File: src/rtl/mult_12_arbiter_if.sv
// Handshake and result bus between requesters, the shared multiplier and mult_12_arbiter.
// The arbiter takes the slave side; the requester/multiplier environment takes the master side.
interface mult_12_arbiter_if #(
    parameter int NUM_REQ = 4,
    parameter int ID_W    = 2
);
    logic [NUM_REQ-1:0]    req_valid_i;
    logic [NUM_REQ-1:0]    req_ready_o;
    logic [12*NUM_REQ-1:0] req_data_a_i;
    logic [12*NUM_REQ-1:0] req_data_b_i;
    logic [11:0]           mult_data_1_o;
    logic [11:0]           mult_data_2_o;
    logic [11:0]           mult_result_i;
    logic                  res_valid_o;
    logic [ID_W-1:0]       res_id_o;
    logic [11:0]           res_data_o;
    logic                  busy_o;

    modport master (
        output req_valid_i, req_data_a_i, req_data_b_i, mult_result_i,
        input  req_ready_o, mult_data_1_o, mult_data_2_o,
               res_valid_o, res_id_o, res_data_o, busy_o
    );

    modport slave (
        input  req_valid_i, req_data_a_i, req_data_b_i, mult_result_i,
        output req_ready_o, mult_data_1_o, mult_data_2_o,
               res_valid_o, res_id_o, res_data_o, busy_o
    );
endinterface

File: src/rtl/mult_12_arbiter.sv
// Round-robin arbiter sharing one pipelined 12-bit float multiplier between NUM_REQ requesters.
// Requester ids travel through a tag pipeline aligned with the multiplier latency.
module mult_12_arbiter #(
    parameter int NUM_REQ  = 4,
    parameter int ID_W     = 2,
    parameter int MULT_LAT = 3
) (
    input  logic             clk_i,
    input  logic             rst_i,
    mult_12_arbiter_if.slave bus
);
    logic [ID_W-1:0]    rr_ptr_q, rr_ptr_d;
    logic [11:0]        mult_data_1_q, mult_data_1_d;
    logic [11:0]        mult_data_2_q, mult_data_2_d;
    logic [MULT_LAT:0]  tag_vld_q, tag_vld_d;
    logic [ID_W-1:0]    tag_id_q [MULT_LAT+1];
    logic [ID_W-1:0]    tag_id_d [MULT_LAT+1];
    logic               busy_q, busy_d;
    logic               grant_any;
    logic [ID_W-1:0]    grant_id;
    logic [NUM_REQ-1:0] ready_oh;

    function automatic logic [ID_W-1:0] wrap_idx(input logic [ID_W-1:0] base,
                                                 input int unsigned ofs);
        int unsigned sum;
        sum = 32'(base) + ofs;
        if (sum >= 32'(NUM_REQ)) sum = sum - 32'(NUM_REQ);
        return sum[ID_W-1:0];
    endfunction

    // Search starts just past the last winner so a held request waits its turn.
    always_comb begin
        grant_any = 1'b0;
        grant_id  = '0;
        if (!rst_i) begin
            for (int unsigned i = 1; i <= NUM_REQ; i++) begin
                if (!grant_any && bus.req_valid_i[wrap_idx(rr_ptr_q, i)]) begin
                    grant_any = 1'b1;
                    grant_id  = wrap_idx(rr_ptr_q, i);
                end
            end
        end
    end

    always_comb begin
        ready_oh      = '0;
        mult_data_1_d = 12'h000;
        mult_data_2_d = 12'h000;
        for (int k = 0; k < NUM_REQ; k++) begin
            if (grant_any && grant_id == ID_W'(k)) begin
                ready_oh[k]   = 1'b1;
                mult_data_1_d = bus.req_data_a_i[12*k +: 12];
                mult_data_2_d = bus.req_data_b_i[12*k +: 12];
            end
        end
        rr_ptr_d = grant_any ? grant_id : rr_ptr_q;
    end

    // busy reflects the tag bits as they will stand after this edge, so the final
    // result cycle is the last busy cycle.
    always_comb begin
        tag_vld_d   = {tag_vld_q[MULT_LAT-1:0], grant_any};
        tag_id_d[0] = grant_id;
        for (int s = 1; s <= MULT_LAT; s++) begin
            tag_id_d[s] = tag_id_q[s-1];
        end
        busy_d = grant_any | (|tag_vld_q[MULT_LAT-1:0]);
    end

    always_ff @(posedge clk_i or posedge rst_i) begin
        if (rst_i) begin
            rr_ptr_q      <= ID_W'(NUM_REQ-1);
            mult_data_1_q <= 12'h000;
            mult_data_2_q <= 12'h000;
            tag_vld_q     <= '0;
            busy_q        <= 1'b0;
            for (int s = 0; s <= MULT_LAT; s++) begin
                tag_id_q[s] <= '0;
            end
        end else begin
            rr_ptr_q      <= rr_ptr_d;
            mult_data_1_q <= mult_data_1_d;
            mult_data_2_q <= mult_data_2_d;
            tag_vld_q     <= tag_vld_d;
            busy_q        <= busy_d;
            tag_id_q      <= tag_id_d;
        end
    end

    assign bus.req_ready_o   = ready_oh;
    assign bus.mult_data_1_o = mult_data_1_q;
    assign bus.mult_data_2_o = mult_data_2_q;
    assign bus.res_valid_o   = tag_vld_q[MULT_LAT];
    assign bus.res_id_o      = tag_id_q[MULT_LAT];
    assign bus.res_data_o    = bus.mult_result_i;
    assign bus.busy_o        = busy_q;
endmodule
File: src/flat_wrapper.sv
// flat-port wrapper written by rule: the top's interface ports become plain ports
module mult_12_arbiter_flat 
#(
    parameter int NUM_REQ  = 4,
    parameter int ID_W     = 2,
    parameter int MULT_LAT = 3
)
  (clk_i, rst_i, bus_req_valid_i, bus_req_data_a_i, bus_req_data_b_i, bus_mult_result_i, bus_req_ready_o, bus_mult_data_1_o, bus_mult_data_2_o, bus_res_valid_o, bus_res_id_o, bus_res_data_o, bus_busy_o);
  mult_12_arbiter_if #(.NUM_REQ(NUM_REQ), .ID_W(ID_W)) bus_i ();
  input  logic clk_i;
  input  logic rst_i;
  input wire logic [$bits(bus_i.req_valid_i)-1:0] bus_req_valid_i;
  input wire logic [$bits(bus_i.req_data_a_i)-1:0] bus_req_data_a_i;
  input wire logic [$bits(bus_i.req_data_b_i)-1:0] bus_req_data_b_i;
  input wire logic [$bits(bus_i.mult_result_i)-1:0] bus_mult_result_i;
  output wire logic [$bits(bus_i.req_ready_o)-1:0] bus_req_ready_o;
  output wire logic [$bits(bus_i.mult_data_1_o)-1:0] bus_mult_data_1_o;
  output wire logic [$bits(bus_i.mult_data_2_o)-1:0] bus_mult_data_2_o;
  output wire logic [$bits(bus_i.res_valid_o)-1:0] bus_res_valid_o;
  output wire logic [$bits(bus_i.res_id_o)-1:0] bus_res_id_o;
  output wire logic [$bits(bus_i.res_data_o)-1:0] bus_res_data_o;
  output wire logic [$bits(bus_i.busy_o)-1:0] bus_busy_o;
  assign bus_i.req_valid_i = bus_req_valid_i;
  assign bus_i.req_data_a_i = bus_req_data_a_i;
  assign bus_i.req_data_b_i = bus_req_data_b_i;
  assign bus_i.mult_result_i = bus_mult_result_i;
  assign bus_req_ready_o = bus_i.req_ready_o;
  assign bus_mult_data_1_o = bus_i.mult_data_1_o;
  assign bus_mult_data_2_o = bus_i.mult_data_2_o;
  assign bus_res_valid_o = bus_i.res_valid_o;
  assign bus_res_id_o = bus_i.res_id_o;
  assign bus_res_data_o = bus_i.res_data_o;
  assign bus_busy_o = bus_i.busy_o;
  mult_12_arbiter #(.NUM_REQ(NUM_REQ), .ID_W(ID_W), .MULT_LAT(MULT_LAT)) u_core (.clk_i(clk_i), .rst_i(rst_i), .bus(bus_i));
endmodule
File: config.mk
export PLATFORM = sky130hd
export DESIGN_NAME = mult_12_arbiter_flat
export DESIGN_NICKNAME = d
export VERILOG_FILES = /design/src/rtl/mult_12_arbiter_if.sv /design/src/rtl/mult_12_arbiter.sv /design/src/flat_wrapper.sv
export SDC_FILE = /design/constraint.sdc
export NUM_CORES = 1
export LEC_CHECK = 0
export BUFFER_PORTS_ARGS = -buffer_cell sky130_fd_sc_hd__buf_2
export CAP_MARGIN = 5
export CORE_UTILIZATION = 30
export CTS_CLUSTER_SIZE = 8
export DETAILED_ROUTE_END_ITERATION = 10
export PLACE_DENSITY = 0.74
export SETUP_SLACK_MARGIN = 0.15
export SLEW_MARGIN = 20
export SYNTH_ARGS = -nofsm -noshare
export SYNTH_HDL_FRONTEND = slang
export SYNTH_SLANG_ARGS = --single-unit
File: constraint.sdc
create_clock -name clk_i -period 2.55 [get_ports clk_i]
set_input_delay 0.51 -clock clk_i [delete_from_list [all_inputs] [get_ports clk_i]]
set_output_delay 0.51 -clock clk_i [all_outputs]
set_load 0.05 [all_outputs]
== Yosys cells after proc, flatten, opt, wreduce, memory -nomap -nowiden ==
Cells that the tools add are included.

* Add/subtract/negate cells: 8
* $lt $le $gt $ge: 8
* Eq/ne operators: 3
* Muxes and demuxes: 41
* Bitwise logic cells: 1
* Reduce and logical (&&, ||, !) cells: 12

{| class="wikitable"
|+ Operator list
! operator !! count
|-
| $mux 12 || 8
|-
| $mux 2 || 13
|-
| $mux 1 || 16
|-
| $lt 2x3->1 const B || 4
|-
| $ge 3x3->1 const B || 3
|-
| $bmux 1 s2 || 4
|-
| $sub 2x1->2 const B || 4
|-
| $logic_and 1x1->1 || 7
|-
| $add 2x2->3 const B || 2
|-
| $add 2x3->4 const B || 1
|-
| $eq 2x2->1 const B || 2
|-
| $ge 4x3->1 const B || 1
|-
| $add 2x1->3 const B || 1
|-
| $logic_not 1->1 || 3
|-
| $reduce_or 3->1 || 1
|-
| $eq 2x1->1 const B || 1
|-
| $logic_not 2->1 || 1
|-
| $or 1x1->1 || 1
|}

* Register bits: 39
* Input port bits: 114
* Output and inout port bits: 44
* Word-level logic and storage cells: 82

== Logic depth before layout (Yosys ltp) ==
* Depth after elaboration: 26
* Depth in mapped cells: 9
* Depth with buffers taken out: 5

== Worst setup path before layout ==
OpenSTA, ideal clock, no wires.

* Path type: input -> output
* Start: input bus_req_valid_i[2]
* End: output bus_req_ready_o[1]
* Data arrival time: 2.393 ns
* Required time: 2.040 ns
* Path slack: -0.353 ns
* Stages on the path: 5
* Path through: nand2b_1 -> a21oi_1 -> nor3_4 -> buf_2 -> nor3_1

* Word-level cells in the longest chain between the ends: 19

{| class="wikitable"
|+ Ends and longest elaborated chain
! element !! RTL line !! RTL
|-
| start: declaration || flat_wrapper.sv:12 || <nowiki>input wire logic [$bits(bus_i.req_valid_i)-1:0] bus_req_valid_i;</nowiki>
|-
| $bmux 1 s2 || mult_12_arbiter.sv:37 || <nowiki>if (!grant_any && bus.req_valid_i[wrap_idx(rr_ptr_q, i)]) begin</nowiki>
|-
| $mux 1 (not written as such) || mult_12_arbiter.sv:37 ||
|-
| $mux 1 || mult_12_arbiter.sv:37 ||
|-
| $mux 1 || mult_12_arbiter.sv:35 || <nowiki>if (!rst_i) begin</nowiki>
|-
| $logic_not 1->1 || mult_12_arbiter.sv:37 ||
|-
| $logic_and 1x1->1 || mult_12_arbiter.sv:37 ||
|-
| $mux 1 || mult_12_arbiter.sv:37 ||
|-
| $mux 1 || mult_12_arbiter.sv:35 ||
|-
| (+3 left out) || -- ||
|-
| $mux 1 || mult_12_arbiter.sv:35 ||
|-
| $logic_not 1->1 || mult_12_arbiter.sv:37 ||
|-
| $logic_and 1x1->1 || mult_12_arbiter.sv:37 ||
|-
| $mux 2 || mult_12_arbiter.sv:37 ||
|-
| $mux 2 || mult_12_arbiter.sv:35 ||
|-
| $eq 2x1->1 || mult_12_arbiter.sv:50 || <nowiki>if (grant_any && grant_id == ID_W'(k)) begin</nowiki>
|-
| $logic_and 1x1->1 * || mult_12_arbiter.sv:50 ||
|-
| $mux 1 * || mult_12_arbiter.sv:50 ||
|-
| end: declaration || flat_wrapper.sv:16 || <nowiki>output wire logic [$bits(bus_i.req_ready_o)-1:0] bus_req_ready_o;</nowiki>
|}

Every way passes the cells marked *; elsewhere a longest branch is shown, timed or not. The select of a mux whose other input is x is not followed.

== Final worst setup path ==
* Start: register u_core.rr_ptr_q[1]
* End: output bus_req_ready_o[0]

* Word-level cells in the longest chain between the ends: 23

{| class="wikitable"
|+ Ends and longest elaborated chain
! element !! RTL line !! RTL
|-
| start: declaration || mult_12_arbiter.sv:12 || <nowiki>logic [ID_W-1:0] rr_ptr_q, rr_ptr_d;</nowiki>
|-
| start signal: assignment || mult_12_arbiter.sv:72 || <nowiki>rr_ptr_q <= ID_W'(NUM_REQ-1);</nowiki>
|-
| start signal: assignment || mult_12_arbiter.sv:81 || <nowiki>rr_ptr_q <= rr_ptr_d;</nowiki>
|-
| $add 2x1->3 || mult_12_arbiter.sv:26 || <nowiki>sum = 32'(base) + ofs;</nowiki>
|-
| $ge 3x3->1 or $sub 2x1->2 (tied branches) || mult_12_arbiter.sv:27 || <nowiki>if (sum >= 32'(NUM_REQ)) sum = sum - 32'(NUM_REQ);</nowiki>
|-
| $mux 2 || mult_12_arbiter.sv:27 ||
|-
| $mux 2 || mult_12_arbiter.sv:35 ||
|-
| $bmux 1 s2 || mult_12_arbiter.sv:37 ||
|-
| $mux 1 (not written as such) || mult_12_arbiter.sv:37 ||
|-
| $mux 1 || mult_12_arbiter.sv:37 ||
|-
| $mux 1 || mult_12_arbiter.sv:35 ||
|-
| (+7 left out) || -- ||
|-
| $mux 1 || mult_12_arbiter.sv:35 ||
|-
| $logic_not 1->1 || mult_12_arbiter.sv:37 ||
|-
| $logic_and 1x1->1 || mult_12_arbiter.sv:37 ||
|-
| $mux 2 || mult_12_arbiter.sv:37 ||
|-
| $mux 2 || mult_12_arbiter.sv:35 ||
|-
| $logic_not 2->1 || mult_12_arbiter.sv:50 ||
|-
| $logic_and 1x1->1 * || mult_12_arbiter.sv:50 ||
|-
| $mux 1 * || mult_12_arbiter.sv:50 ||
|}

Marks and branches as above.

==> load_flow_metrics.sql <==
INSERT INTO impl_metrics (metric_group, metric, value, unit) VALUES
('floorplan', 'die_h', '88.9', 'um'),
('finish', 'antennaDiodeCount', '0', ''),
('place', 'dpl.cell_count', '413', ''),
('power', 'power.ir.vdd_worst', '0.000365', 'V'),
('finish', 'area_delta_synth_final', '37.9', '%'),
('sta', 'slew_violations', '0', ''),
('synthesis', 'yosys_warnings', '0', ''),
('clock_tree', 'tritoncts_num_sinks', '39', ''),
('synthesis', 'synthCells', '199', ''),
('min_path', 'timing.hold.worst.class', 'in -> async', ''),
('synthesis', 'seq_area_frac_synth', '0.432', ''),
('global_routing', 'grt_util_all_layers', '0.169', ''),
('global_routing', 'met3_track_demand_over_resource_in_global_routing', '0.0443', ''),
('worst_setup_path', 'r2r_start', 'u_core.rr_ptr_q[0]', ''),
('worst_setup_path', 'arrival', '1.87', 'ns'),
('floorplan', 'pin_count', '158', ''),
('global_routing', 'met1_usage', '0.191', ''),
('worst_setup_path', 'critPathMaxStageDelay', '0.62', 'ns'),
('sta', 'finClkSkew', '0.00504', 'ns'),
('worst_setup_path', 'crit_type', 'reg -> out', ''),
('power', 'share_comb_of_total_power', '0.515', ''),
('finish', 'final_cells', '424', ''),
('worst_setup_path', 'critical_path_peak_fanout', '5', ''),
('global_routing', 'grt-busiest-layer', 'met2', ''),
('place', 'place_congestion', '0.753', ''),
('clock_tree', 'clk_pin_slew_worst_paths', '0.09', 'ns'),
('floorplan', 'die-width', '88.9', 'um'),
('worst_setup_path', 'reg2reg_to', 'u_core.bus.mult_data_1_o[2]', ''),
('floorplan', 'core-area', '0.00729', 'sq mm'),
('route', 'detail_route.wirelength', '6.61', 'mm'),
('route', 'remaining_drc_errors', '0', ''),
('worst_setup_path', 'worst-r2r-cell-count', '6', ''),
('sta', 'fin_setup_tns', '0', 'ns'),
('clock_tree', 'clock_tree.buffer_depth', '2', ''),
('synthesis', 'postSynthNetCount', '313', ''),
('route', 'detail_route.wl_per_cell', '15.6', 'um'),
('sta', 'hold_viol_final', '0', ''),
('route', 'drt_iter0_drc', '83', ''),
('sta', 'fmaxAchievable', '420', 'MHz'),
('run_status', 'outcome', 'finished clean', ''),
('sta', 'setup_viol', '0', ''),
('global_routing', 'number_of_antenna_violations_at_the_first_check_in_global_routing', '0', ''),
('global_routing', 'global_route_wire_length_before_repair', '9.96', 'mm'),
('route', 'vias', '2099', ''),
('place', 'hpwlAfterDp', '5.00', 'mm'),
('finish', 'num-nets-final', '438', ''),
('worst_setup_path', 'worstSetupStartpointType', 'flop', ''),
('synthesis', 'synth_cell_types', '30', ''),
('global_routing', 'use_met2', '0.308', ''),
('power', 'p_clk_frac', '0.172', ''),
('sta', 'timing_worst_slew_pin_value', '0.681', 'ns'),
('power', 'switching_share', '0.458', ''),
('power', 'total_switching_power', '1.17', 'mW'),
('synthesis', 'seq_cells_post_synth', '39', ''),
('synthesis', 'syn_area_per_cell', '11.4', 'sq um'),
('sta', 'fin_crit_sh', '0.933', ''),
('place', 'port_buffers', '133', ''),
('floorplan', 'fp.dieArea', '0.00790', 'sq mm'),
('finish', 'share_of_post_route_cells_with_drive_strength_above_1', '0.594', ''),
('global_routing', 'gr_overflow_total', '0', ''),
('worst_setup_path', 'worst_setup_path_end_kind', 'output port', ''),
('worst_setup_path', 'critical_path.slowest_cell', 'dfstp_2', ''),
('route', 'drtPass1Iterations', '4', ''),
('synthesis', 'post_synth_instance_area', '0.00227', 'sq mm'),
('worst_setup_path', 'cell_chain_critical_path', 'nand2_2, and3_4, nor4_4, nor2b_4, buf_8', ''),
('global_routing', 'vias_in_the_first_global_route', '2046', ''),
('floorplan', 'std_cell_rows', '31', ''),
('worst_setup_path', 'rrSetupSlack', '0.55', 'ns'),
('worst_setup_path', 'critical_path_required', '2.04', 'ns'),
('power', 'pwr-share-seq', '0.313', ''),
('global_routing', 'grt_start_max_net_pins', '26', '');
==> cell usage after synthesis <==
master     instances  area (sq um)
clkbuf_1           6          22.5
o2bb2ai_1          5          43.8
buf_2              5          25.0
buf_4             12          90.1
inv_1              2          7.51
or3_1              1          6.26
o21a_1             1          7.51
nor3_1             1          5.00
a22oi_1           24           180
nor2_1             6          22.5
a21o_1            27           203
nor3b_4            1          18.8
or4_1              1          7.51
nor3b_1            1          7.51
and2_1             1          6.26
nor2b_1            1          6.26
dfstp_2            2          52.6
nand2b_1           3          18.8
nand2_1            2          7.51
nor2b_4            1          13.8
a31oi_2            1          12.5
and3_4             2          22.5
nor3_4             1          16.3
nand3b_1           1          7.51
a211oi_1           1          7.51
a21oi_1           25           125
nor4_4             1          21.3
buf_6              8          90.1
o2bb2ai_2         19           285
dfrtp_1           37           926
==> power groups by stage <==
stage          sequential [mW]  clock (mW)  combinational (mW)
2_1_floorplan             1.20           0               0.610
3_3_place_gp             0.806           0                1.25
3_5_place_dp             0.811           0                1.28
4_1_cts                  0.799       0.461                1.30
5_1_grt                  0.817       0.484                1.40
6_report                 0.799       0.440                1.32
==> through the flow <==
step                      cell area (sq um)  setup slack, ns  utilization  power (mW)  hold slack (ns)
after floorplan                        2290            0.244            -        1.81            0.331
after global placement                 2950            0.319        0.404        2.06            0.333
after detailed placement               2950            0.283        0.404        2.09            0.338
after CTS                              3080            0.108        0.422        2.56            0.260
after global routing                   3130           0.0774        0.429        2.70            0.289
final                                  3130            0.170        0.429        2.56            0.247
==> area by class of cell <==
type | count | area [sq um]
Fill cell | 739 | 4170
Timing Repair Buffer | 149 | 826
Clock buffer | 5 | 68.8
Sequential cell | 39 | 978
Tap cell | 99 | 124
Inverter | 2 | 7.51
Multi-Input combinational cell | 127 | 1100
Clock inverter | 3 | 23.8
==> layout by cell type, fill, tap and decap left out, drive strengths merged <==
master / n
clkinv: 1
nor4: 1
inv: 2
nor3b: 2
o2bb2ai: 24
or3: 1
a31oi: 1
nand2: 2
or4: 1
buf: 149
and3: 2
and2: 1
nor2b: 2
dfstp: 2
a211oi: 1
nand2b: 3
dfrtp: 37
nand3b: 1
nor3: 2
nor2: 6
clkbuf: 5
o21a: 1
a21o: 27
a21oi: 25
clkinvlp: 2
a22oi: 24
==> registers in the layout, summed over array words and instances (netlist names) <==
name,cells
u_core.bus.busy_o,1
u_core.bus.mult_data_1_o,12
u_core.bus.mult_data_2_o,12
u_core.bus.res_id_o,2
u_core.rr_ptr_q,2
u_core.tag_id_d,6
u_core.tag_vld_q,4
==> what timing repair did <==
item	CTS	global route
buffers inserted	2	1
setup endpoints to repair	4	4
gates resized for setup	9	9
hold endpoints to repair	0	0
pin swaps	3	4
==> kinds of logic after synthesis <==
logic type	Yosys count	share of synthesized area
AO/OA/AOI/OAI	103	0.382
flip-flops	39	0.432
buffers and inverters	33	0.104
AND/OR/NAND/NOR	24	0.0828
==> routing by layer <==
| layer | vias up | wire (um) |
|---|---|---|
| li1 | 984 | - |
| met1 | 996 | 2660 |
| met2 | 100 | 3370 |
| met3 | 19 | 462 |
| met4 | 0 | 114 |
| met5 | - | 0 |
==> worst max-delay path, delay by kind of cell, from the launching register on <==
family | cells | cell delay (ns)
buffers and inverters | 1 | 0.15
DFF | 1 | 0.62
and+or+nand+nor | 4 | 0.80
==> worst max path at each step <==
| stage | end | from | cells after the start | slack (ns) |
|---|---|---|---|---|
| 3_3_place_gp | bus_req_ready_o[1] | bus_req_valid_i[2] | 6 | 0.32 |
| 6_report | bus_req_ready_o[0] | u_core.rr_ptr_q[1] | 5 | 0.17 |
| 5_1_grt | bus_req_ready_o[0] | u_core.rr_ptr_q[1] | 5 | 0.08 |
| 4_1_cts | bus_req_ready_o[0] | u_core.rr_ptr_q[1] | 5 | 0.11 |
| 2_1_floorplan | bus_req_ready_o[0] | bus_req_valid_i[3] | 5 | 0.24 |
| 3_5_place_dp | bus_req_ready_o[1] | bus_req_valid_i[2] | 6 | 0.28 |
(Power assumes the default switching activity.)
